**config.mk**
```make
export PLATFORM = sky130hd
export DESIGN_NAME = chrono_ctrl
export DESIGN_NICKNAME = d
export VERILOG_FILES = /design/src/rtl/chrono_ctrl.sv
export SDC_FILE = /design/constraint.sdc
export NUM_CORES = 1
export LEC_CHECK = 0
export ABC_AREA = 1
export CAP_MARGIN = 40
export CORE_MARGIN = 5
export CORE_UTILIZATION = 45
export DETAILED_ROUTE_END_ITERATION = 10
export DONT_BUFFER_PORTS = 1
export SKIP_CTS_REPAIR_TIMING = 1
export SYNTH_ARGS = -nofsm -noshare
export SYNTH_HDL_FRONTEND = slang
export SYNTH_SLANG_ARGS = --single-unit
```
**constraint.sdc**
```tcl
create_clock -name clk -period 1.8 [get_ports clk]
set_input_delay 0.27 -clock clk [delete_from_list [all_inputs] [get_ports clk]]
set_output_delay 0.27 -clock clk [all_outputs]
set_load 0.05 [all_outputs]
```
**src/rtl/chrono_ctrl.sv**
```systemverilog
// -----------------------------------------------------------------------------
// chrono_ctrl
// Run/stop/lap/clear sequencer for the chronometer counter datapath.
// Decodes press events from two debounced active-low buttons, runs the
// IDLE/RUN/STOP/LAP control FSM and generates the gated count-enable tick.
//
// Ports
//   clk          system clock, all logic on the rising edge
//   rst          synchronous reset, active-high
//   btn_start_n  debounced start/stop button, active-low
//   btn_lap_n    debounced lap/clear button, active-low
//   tick         one-cycle count enable at TICK_HZ while counting
//   clr          one-cycle clear to the counter and lap latch
//   freeze       display holds its latched value while high (LAP)
//   running      high in RUN or LAP
//   state        FSM state: 0=IDLE, 1=RUN, 2=STOP, 3=LAP
// -----------------------------------------------------------------------------
module chrono_ctrl #(
    parameter int CLK_HZ  = 50_000_000,
    parameter int TICK_HZ = 100
) (
    input  logic       clk,
    input  logic       rst,
    input  logic       btn_start_n,
    input  logic       btn_lap_n,
    output logic       tick,
    output logic       clr,
    output logic       freeze,
    output logic       running,
    output logic [1:0] state
);

    localparam int DIV = CLK_HZ / TICK_HZ;
    localparam int CW  = (DIV < 2) ? 1 : $clog2(DIV);
    localparam logic [CW-1:0] DIV_MAX = CW'(DIV - 1);

    // A divider below 2 cannot produce a one-cycle tick pulse.
    if (DIV < 2) begin : g_div_check
        $error("chrono_ctrl: CLK_HZ/TICK_HZ must be at least 2");
    end

    typedef enum logic [1:0] {
        ST_IDLE = 2'd0,
        ST_RUN  = 2'd1,
        ST_STOP = 2'd2,
        ST_LAP  = 2'd3
    } state_t;

    state_t        state_r;
    state_t        state_nxt_s;
    logic [CW-1:0] div_cnt_r;
    logic [CW-1:0] div_nxt_s;
    logic          tick_r;
    logic          tick_nxt_s;
    logic          clr_r;
    logic          clr_nxt_s;
    logic          freeze_r;
    logic          running_r;
    logic          start_hist_r;
    logic          lap_hist_r;
    logic          primed_r;
    logic          start_press_s;
    logic          lap_press_s;
    logic          count_s;

    // Press decode, FSM next state and prescaler next value.
    always_comb begin
        state_nxt_s = state_r;
        clr_nxt_s   = 1'b0;
        div_nxt_s   = div_cnt_r;
        tick_nxt_s  = 1'b0;
        count_s     = 1'b0;

        // primed_r masks the first edge after reset so a button held through
        // reset release is absorbed into history instead of becoming a press.
        start_press_s = primed_r & start_hist_r & ~btn_start_n;
        lap_press_s   = primed_r & lap_hist_r & ~btn_lap_n;

        // Start has priority: a simultaneous lap press is discarded.
        case (state_r)
            ST_IDLE: begin
                if (start_press_s) begin
                    state_nxt_s = ST_RUN;
                end else begin
                    state_nxt_s = ST_IDLE;
                end
            end
            ST_RUN: begin
                if (start_press_s) begin
                    state_nxt_s = ST_STOP;
                end else if (lap_press_s) begin
                    state_nxt_s = ST_LAP;
                end else begin
                    state_nxt_s = ST_RUN;
                end
            end
            ST_LAP: begin
                if (start_press_s) begin
                    state_nxt_s = ST_STOP;
                end else if (lap_press_s) begin
                    state_nxt_s = ST_RUN;
                end else begin
                    state_nxt_s = ST_LAP;
                end
            end
            ST_STOP: begin
                if (start_press_s) begin
                    state_nxt_s = ST_RUN;
                end else if (lap_press_s) begin
                    state_nxt_s = ST_IDLE;
                    clr_nxt_s   = 1'b1;
                end else begin
                    state_nxt_s = ST_STOP;
                end
            end
            default: begin
                state_nxt_s = ST_IDLE;
            end
        endcase

        // Count only on edges that both start and end in a counting state:
        // the start edge leaves the phase at zero and the stop edge freezes
        // it, so no tick can appear in the cycle after leaving RUN/LAP.
        count_s = ((state_r == ST_RUN) || (state_r == ST_LAP)) &&
                  ((state_nxt_s == ST_RUN) || (state_nxt_s == ST_LAP));

        if (clr_nxt_s || (state_nxt_s == ST_IDLE)) begin
            div_nxt_s  = '0;
            tick_nxt_s = 1'b0;
        end else if (count_s) begin
            if (div_cnt_r == DIV_MAX) begin
                div_nxt_s  = '0;
                tick_nxt_s = 1'b1;
            end else begin
                div_nxt_s  = div_cnt_r + CW'(1);
                tick_nxt_s = 1'b0;
            end
        end else begin
            div_nxt_s  = div_cnt_r;
            tick_nxt_s = 1'b0;
        end
    end

    // State, prescaler, button history and registered outputs.
    always_ff @(posedge clk) begin
        if (rst) begin
            state_r      <= ST_IDLE;
            div_cnt_r    <= '0;
            tick_r       <= 1'b0;
            clr_r        <= 1'b0;
            freeze_r     <= 1'b0;
            running_r    <= 1'b0;
            start_hist_r <= 1'b1;
            lap_hist_r   <= 1'b1;
            primed_r     <= 1'b0;
        end else begin
            state_r      <= state_nxt_s;
            div_cnt_r    <= div_nxt_s;
            tick_r       <= tick_nxt_s;
            clr_r        <= clr_nxt_s;
            freeze_r     <= (state_nxt_s == ST_LAP);
            running_r    <= (state_nxt_s == ST_RUN) || (state_nxt_s == ST_LAP);
            start_hist_r <= btn_start_n;
            lap_hist_r   <= btn_lap_n;
            primed_r     <= 1'b1;
        end
    end

    assign tick    = tick_r;
    assign clr     = clr_r;
    assign freeze  = freeze_r;
    assign running = running_r;
    assign state   = state_r;

endmodule

```
---- After elaboration in Yosys (flattened, before gate mapping) ----
Cells that the tools add are included.
operators by class
  $add $sub $neg .......................... 1
  equal/unequal tests ..................... 6
  mux-type cells .......................... 14
  bitwise logic cells ..................... 7
  reduce and logical (&&, ||, !) cells .... 8
operators with widths
  cell                   number
  $add 19x1->19 const B  1
  $eq 19x19->1 const B   1
  $mux 19                1
  $mux 2                 6
  $pmux 2 s4             1
  $eq 2x2->1 const B     3
  $mux 1                 6
  $and 1x1->1            4
  $eq 2x1->1 const B     2
  $logic_not 2->1        2
  $logic_or 1x1->1       3
  $not 1->1              3
  $reduce_or 3->1        1
  $reduce_or 2->1        1
  $logic_and 1x1->1      1
word-level totals
  register bits ........................... 28
  bits of input ports ..................... 4
  output and inout port bits .............. 6
  word-level logic and storage cells ...... 45

---- Depth between registers and ports, before layout ----
Gate-level depths: netlist (run 1).
  word-level depth ........................ 10
  gate-level depth with buffers ........... 10
  gate-level depth less buffers ........... 10

---- Worst setup path before layout (run 1) ----
Ideal clock, no wire load.
  path kind ............................... register to register
  start point ............................. reg state_r[0], in the netlist state[0]
  end point ............................... reg div_cnt_r[17]
  library setup time ...................... 118 ps
  arrival ................................. 1,458 ps
  data required time ...................... 1,682 ps
  slack ................................... 225 ps
  cell stages (with the launch flop) ...... 8
  path buffers ............................ 0
  period minus slack after synthesis ...... 1,575 ps
  cell sequence ........................... dfxtp_1 -> inv_2 -> nor2_4 -> nand4_4 -> nor2_2 -> nand3_1 -> nand2_1 -> nor2_1
between the ends
  cells in the longest elaborated chain, start to end .. 5
  elaborated cells between the ends (all ways) .. 14
  those cells by class .................... 5 x eq/ne; 2 x mux; 7 x reduce/logical
RTL lines
  item                                                         line      text
  start, declared                                              49        state_t state_r;
  start signal, assigned                                       157       state_r <= state_nxt_s;
  $eq 2x2->1, or another cell as far along                     80        case (state_r)
  $pmux 2 s4                                                   80
  $eq 2x1->1, or another cell as far along                     125       ((state_nxt_s == ST_RUN) || (state_nxt_s == ST_LAP));
  $logic_or 1x1->1, on equally long branches                   125, 127
  $logic_and 1x1->1 / $reduce_or 2->1 (equally long branches)  --
  end signal, assigned                                         158       div_cnt_r <= div_nxt_s;
  end, declared                                                51        logic [CW-1:0] div_cnt_r;
Several ways; a longest one is shown, not always the timed one.
A chain may end at the register's enable or synchronous reset.

---- Worst setup path after layout (run 1) ----
  start point ............................. reg div_cnt_r[1]
  end point ............................... reg div_cnt_r[16]
between the ends
  cells in the longest elaborated chain, start to end .. 2
  elaborated cells between the ends (all ways) .. 3
  those cells by class .................... 1 x add/sub; 1 x eq/ne; 1 x mux
RTL lines
  item                                                  line      text
  $add 19x1->19 / $eq 19x19->1 (equally long branches)  135, 131
  $mux 19 (*)                                           131       if (div_cnt_r == DIV_MAX) begin
Mark *: on every way between the ends. The rest lies on a longest branch, timed or not.

==> out/metrics.csv, run 1 <==
stage;metric;value;unit
synth;seq_area_frac_synth;0.404;
synth;synthArstFlopShare;0;
grt;grt_max_degree;17;
grt;grt_overflow;0;
outcome;run_status;complete, no violations;
grt;grt_use_total;0.143;
min_path;min-delay-start;btn_start_n;
min_path;hold_end;start_hist_r;
setup_path;rr_endpoint;div_cnt_r[16];
setup_path;worst_path_most_repeated_cell;nand3_2;
routing;drc_errors;0;
sta;setup-tns-final;0;ns
setup_path;crit_path_start_kind;register;
synth;ys_seq_elements;28;
setup_path;r2r_cells;6;
placed_design;gp_congestion;0.841;
flow_run;drv_cap;0;
sta;slew_violations;0;
setup_path;path_delay_family;simple AND/OR/NAND/NOR gates;
routing;avgRoutedWirePerCell;12.3;µm
floorplanning;dieArea;0.00429;mm²
floorplanning;io-pin-count;10;
sta;min_period;1.48;ns
sta;clock_skew;0.00307;ns
synth;ys_types;25;
setup_path;path_buf_inv;0;
sta;min_period_over_period;0.820;
cells_and_area;register_area;561;µm²
setup_path;reg2reg_from;div_cnt_r[1];
floorplanning;start_util;0.462;
clocking;clock-root-buffer;clkbuf_4;
cells_and_area;area_growth;8.21;%
synth;synth_area_leaders;dfxtp_1 (40%), nand2_1 (11%), nor2_1 (6.8%), inv_1 (5.4%), nand3_1 (5.0%);
floorplanning;core;0.00300;mm²
synth;syn_nets;191;
sta;slew_headroom;0.673;
synth;yosys.area.top_type_share;0.404;
cells_and_area;final_cell_mix;nand2_1 (39), dfxtp_1 (28), nor2_1 (25), inv_1 (20), nand3_1 (14);
cells_and_area;diodes;0;
routing;drt_pass1_iterations;4;
synth;synth_cells;186;
sta;worst_pin_slew;0.491;ns
routing;drtAntennaViolNets;0;
pwr;power.leakage;0.534;nW
clocking;cts_tree;yes;
routing;drt_iter0_drc;64;
floorplanning;die_w;65.5;µm
floorplanning;rows;20;
setup_path;crit_arrival;1.71;ns
grt;grt_pass1_vias;1132;
cells_and_area;nFillCells;308;
cells_and_area;final_common_cell;nand2_1;
grt;antenna_found_initial;0;
floorplanning;fp.dieH;65.5;µm
synth;synth_edf_count;0;
cells_and_area;drive_above_1_share;0.161;
clocking;clk_pin_slew_worst_paths;0.15;ns
setup_path;crit_slowest_cell;dfxtp_1;
cells_and_area;final_util;0.500;
setup_path;cp_data_required_time;2.04;ns
sta;setup_violations;0;
routing;drt-total-wl;2770;µm
clocking;cts-htree-levels;1;
clocking;cts_buffers;3;
routing;via_per_inst;5.02;
min_path;hold_path.class;in2reg;
pwr;power_density;741;mW/mm²
cells_and_area;fin_nets;198;
setup_path;crit_chain;ha_1 > nand3_2 > nor3_1 > nand3_1 > nand3_2 > nor2_1;
synth;synth_top_area_cell;dfxtp_1;
setup_path;setup.worst_path.start;div_cnt_r[1];
pwr;max-vdd-ir-drop;0.244;mV
sta;fin_hold_ws;0.0150;ns
min_path;whs_path_depth;2;
clocking;clock_path_buffers;2;
setup_path;path_class;reg2reg;
placed_design;port_buffers;0;
clocking;clk_latency;0.33;ns
sta;fmaxAchievable;678;MHz
synth;synthesis.area;0.00139;mm²
sta;rsz0062_at_grt;false;
sta;hold_viol;0;
setup_path;cp-end-kind;register;
placed_design;hpwl;2180;µm
cells_and_area;multi_input_area;732;µm²
grt;grt_pass1_wl;4870;µm
setup_path;path_max_fanout;8;
setup_path;reg2reg_slack;0.32;ns
synth;synth.avg_cell_area;7.46;µm²
synth;synthFlopType;dfxtp_1;
routing;vias;1129;
clocking;cts_sinks;28;
setup_path;crit_path_max_incr_delay;0.39;ns
synth;ys.warnings.count;0;
-- per-layer routing --
metal / track usage / up-vias / share of wire / wire, µm
met5: 0 / - / 0 / 0
met4: 0.0466 / 0 / 0.0054 / 15
met3: 0.0239 / 2 / 0.033 / 92
met2: 0.249 / 18 / 0.48 / 1340
met1: 0.178 / 504 / 0.48 / 1320
li1: - / 605 / - / -
-- synth_stat cells, types with 2 or more instances --
cell / instances
nand2_1: 39
xor2_1: 8
dfxtp_1: 28
nand3_1: 14
nor2_1: 25
inv_2: 4
nor2_2: 6
nor2_4: 4
nor3_1: 8
xnor2_1: 2
nand2_2: 2
inv_1: 20
a21oi_1: 3
nand4_1: 7
o21ai_0: 2
nand3_2: 5
-- final cells by class --
class	instances	area share
Clock inverter	1	0.0200
Tap cell	33	0.0275
Sequential cell	28	0.373
Multi-Input combinational cell	133	0.488
Clock buffer	3	0.0150
Inverter	24	0.0600
Timing Repair Buffer	3	0.0167
-- worst max-delay path by stage --
stage | end | cells after the start | slack (ns)
6_report | div_cnt_r[16] | 6 | 0.32
5_1_grt | div_cnt_r[14] | 9 | 0.15
4_1_cts | div_cnt_r[16] | 6 | 0.31
3_5_place_dp | div_cnt_r[8] | 6 | 0.32
3_3_place_gp | div_cnt_r[16] | 6 | 0.35
2_1_floorplan | div_cnt_r[17] | 7 | 0.22
-- per-stage QoR --
step                worst slack [ns]  instance area, µm²  power (W)  std cells
finish                         0.324                1500    0.00111        225
global route                   0.151                1500    0.00116        225
CTS                            0.306                1490    0.00113        224
detailed placement             0.323                1440   0.000712        220
global placement               0.351                1440   0.000712        220
floorplan                      0.225                1390   0.000699        186
-- kinds of logic after synthesis --
kind of cell             after synthesis  synth area share
buffers and inverters                 25            0.0685
AND/OR/NAND/NOR                      115             0.428
XOR/XNOR                              10            0.0631
flip-flops                            28             0.404
adder cells (fa/ha/maj)                1           0.00902
AO/OA/AOI/OAI                          7            0.0270
-- registers in the layout, indices dropped and copies added (netlist names) --
signal and flops:
div_cnt_r 19, state 2, clr 1, freeze 1, lap_hist_r 1, primed_r 1
running 1, start_hist_r 1, tick 1
-- power by group --
| group | switching, W | total, W | internal [W] |
|---|---|---|---|
| combinational | 0.0000434 | 0.0000597 | 0.0000163 |
| clock | 0.000187 | 0.000413 | 0.000225 |
| sequential | 0.0000124 | 0.000640 | 0.000628 |
| total | 0.000243 | 0.00111 | 0.000870 |
No activity file was read; power rests on OpenSTA's default activity.
==> run 2, diff against run 1 <==
clock period = 1.4 ns   (was 1.8 ns; I/O delays follow)
==> run 2 against run 1 <==
Core utilization increased by 5.3 points; final area increased by 11%; critical path depth unchanged; sequential power increased by 28%; die area unchanged; sequential share of layout area decreased by 2.7 points; worst setup slack got worse by 0.26 ns; combinational power increased by 60%; via count increased by 7.4%; clock skew increased by 0.011 ns; worst hold slack improved by 0.11 ns; clock-buffer cell count unchanged; critical path type unchanged; critical endpoint is now div_cnt_r[8]; largest cell class unchanged; largest power group unchanged.
==> out/metrics.csv, run 2 (synthesized netlist as in run 1, its figures left out) <==
stage;metric;value;unit
setup_path;r2r_cells;6;
sta;min_period;1.34;ns
floorplanning;io-pin-count;10;
placed_design;hpwl;2310;µm
sta;slew_headroom;0.675;
cells_and_area;finish.instance_area;0.00166;mm²
cells_and_area;drive_above_1_share;0.278;
pwr;max-vdd-ir-drop;0.379;mV
pwr;power_density;748;mW/mm²
routing;drt-total-wl;3020;µm
grt;grt_pass1_vias;1193;
setup_path;cp-end-kind;register;
setup_path;setup.worst_path.start;div_cnt_r[1];
setup_path;path_buf_inv;0;
grt;grt_overflow;0;
cells_and_area;final_common_cell;nand2_1;
clocking;cts-htree-levels;1;
sta;hold_viol;0;
clocking;clock_path_buffers;2;
clocking;cts_buffers;3;
setup_path;path_delay_family;simple AND/OR/NAND/NOR gates;
floorplanning;core;0.00300;mm²
setup_path;cp.depth;6;
setup_path;crit_end;div_cnt_r[8];
setup_path;crit_arrival;1.56;ns
sta;fmaxAchievable;746;MHz
floorplanning;fp.dieH;65.5;µm
sta;setup_violations;0;
setup_path;crit_path_start_kind;register;
grt;grt_use_total;0.151;
sta;clock_skew;0.0141;ns
floorplanning;rows;20;
floorplanning;start_util;0.462;
placed_design;port_buffers;0;
routing;vias;1212;
routing;via_per_inst;5.09;
cells_and_area;area_growth;19.7;%
clocking;clock-root-buffer;clkbuf_4;
setup_path;path_max_fanout;8;
floorplanning;dieArea;0.00429;mm²
setup_path;reg2reg_from;div_cnt_r[1];
cells_and_area;nFillCells;290;
clocking;cts_sinks;28;
placed_design;pre_cts_slack;-0.0840;ns
sta;rsz0062_at_grt;true;
cells_and_area;diodes;0;
cells_and_area;multi_input_area;796;µm²
routing;drt_pass1_iterations;4;
sta;layout_setup_ws;0.0600;ns
setup_path;rr_endpoint;div_cnt_r[8];
cells_and_area;register_area;576;µm²
cells_and_area;fin_nets;212;
grt;grt_pass1_wl;5070;µm
routing;drt_iter0_drc;71;
cells_and_area;top_register;div_cnt_r;
sta;worst_pin_slew;0.486;ns
grt;antenna_found_initial;0;
setup_path;crit_chain;ha_4 > nand3_4 > nor3_2 > nand3_2 > nand3_4 > nor2_1;
flow_run;drv_cap;0;
clocking;clk_pin_slew_worst_paths;0.15;ns
cells_and_area;final_cell_mix;nand2_1 (38), nor2_1 (24), dfxtp_1 (20), inv_1 (19), buf_4 (14);
cells_and_area;largest_reg_flops;19;
pwr;power.leakage;0.608;nW
cells_and_area;final_util;0.553;
setup_path;cp_data_required_time;1.62;ns
setup_path;worst_path_most_repeated_cell;nand3_4;
clocking;cts_tree;yes;
placed_design;gp_congestion;0.865;
setup_path;crit_slowest_cell;dfxtp_4;
setup_path;path_class;reg2reg;
sta;slew_violations;0;
floorplanning;die_w;65.5;µm
grt;grt_max_degree;15;
routing;avgRoutedWirePerCell;12.7;µm
sta;min_period_over_period;0.957;
min_path;hold_path.class;in2reg;
setup_path;reg2reg_slack;0.06;ns
setup_path;crit_path_max_incr_delay;0.39;ns
sta;fin_hold_ws;0.125;ns
routing;drc_errors;0;
placed_design;dpl_cell_area;0.00150;mm²
routing;drtAntennaViolNets;0;
outcome;run_status;complete, no violations;
clocking;clk_latency;0.33;ns
## run 2: layout make-up
type                    count  share of cell area
multi-input cells         133               0.479
flip-flops and latches     28               0.347
repair buffers             17              0.0814
inverters                  24              0.0543
well taps                  33              0.0249
clock buffers               3              0.0136
## run 2: layer usage
layer	part of all wire	track usage	vias to the layer above	wire length (µm)
li1	-	-	633	-
met1	0.43	0.173	554	1310
met4	0.013	0.0518	0	38
met5	0	0	-	0
met2	0.51	0.276	20	1540
met3	0.043	0.0291	5	130
## run 2: worst min-delay path, cell delays in order
cell and delay, ns:
nor2_1 0.04, nand3_1 0.10, nor3_1 0.05
## run 2: how the worst min path moves through the flow
| stage | start | to | slack (ns) | cells after the start |
|---|---|---|---|---|
| 2_1_floorplan | rst | state[0] | 0.27 | 1 |
| 3_3_place_gp | rst | state[0] | 0.28 | 1 |
| 3_5_place_dp | rst | state[0] | 0.28 | 1 |
| 4_1_cts | rst | state[0] | -0.07 | 1 |
| 5_1_grt | btn_lap_n | clr | 0.12 | 3 |
| 6_report | btn_lap_n | clr | 0.12 | 3 |
## run 2: power by group
group	total (W)	leakage (nW)	switching [W]	internal, W
registers	0.000820	0.231	0.0000162	0.000804
logic	0.0000956	0.363	0.0000637	0.0000319
clock network	0.000326	0.0138	0.000225	0.000101
total	0.00124	0.608	0.000305	0.000937
## run 2: per-stage QoR
step	setup TNS (ns)	power, W	instances
final	0	0.00124	238
after detailed placement	-0.592	0.000922	228
after global placement	-0.00956	0.000920	228
after global routing	-0.118	0.00131	238
after CTS	-0.753	0.00124	231
after floorplan	0	0.000899	186
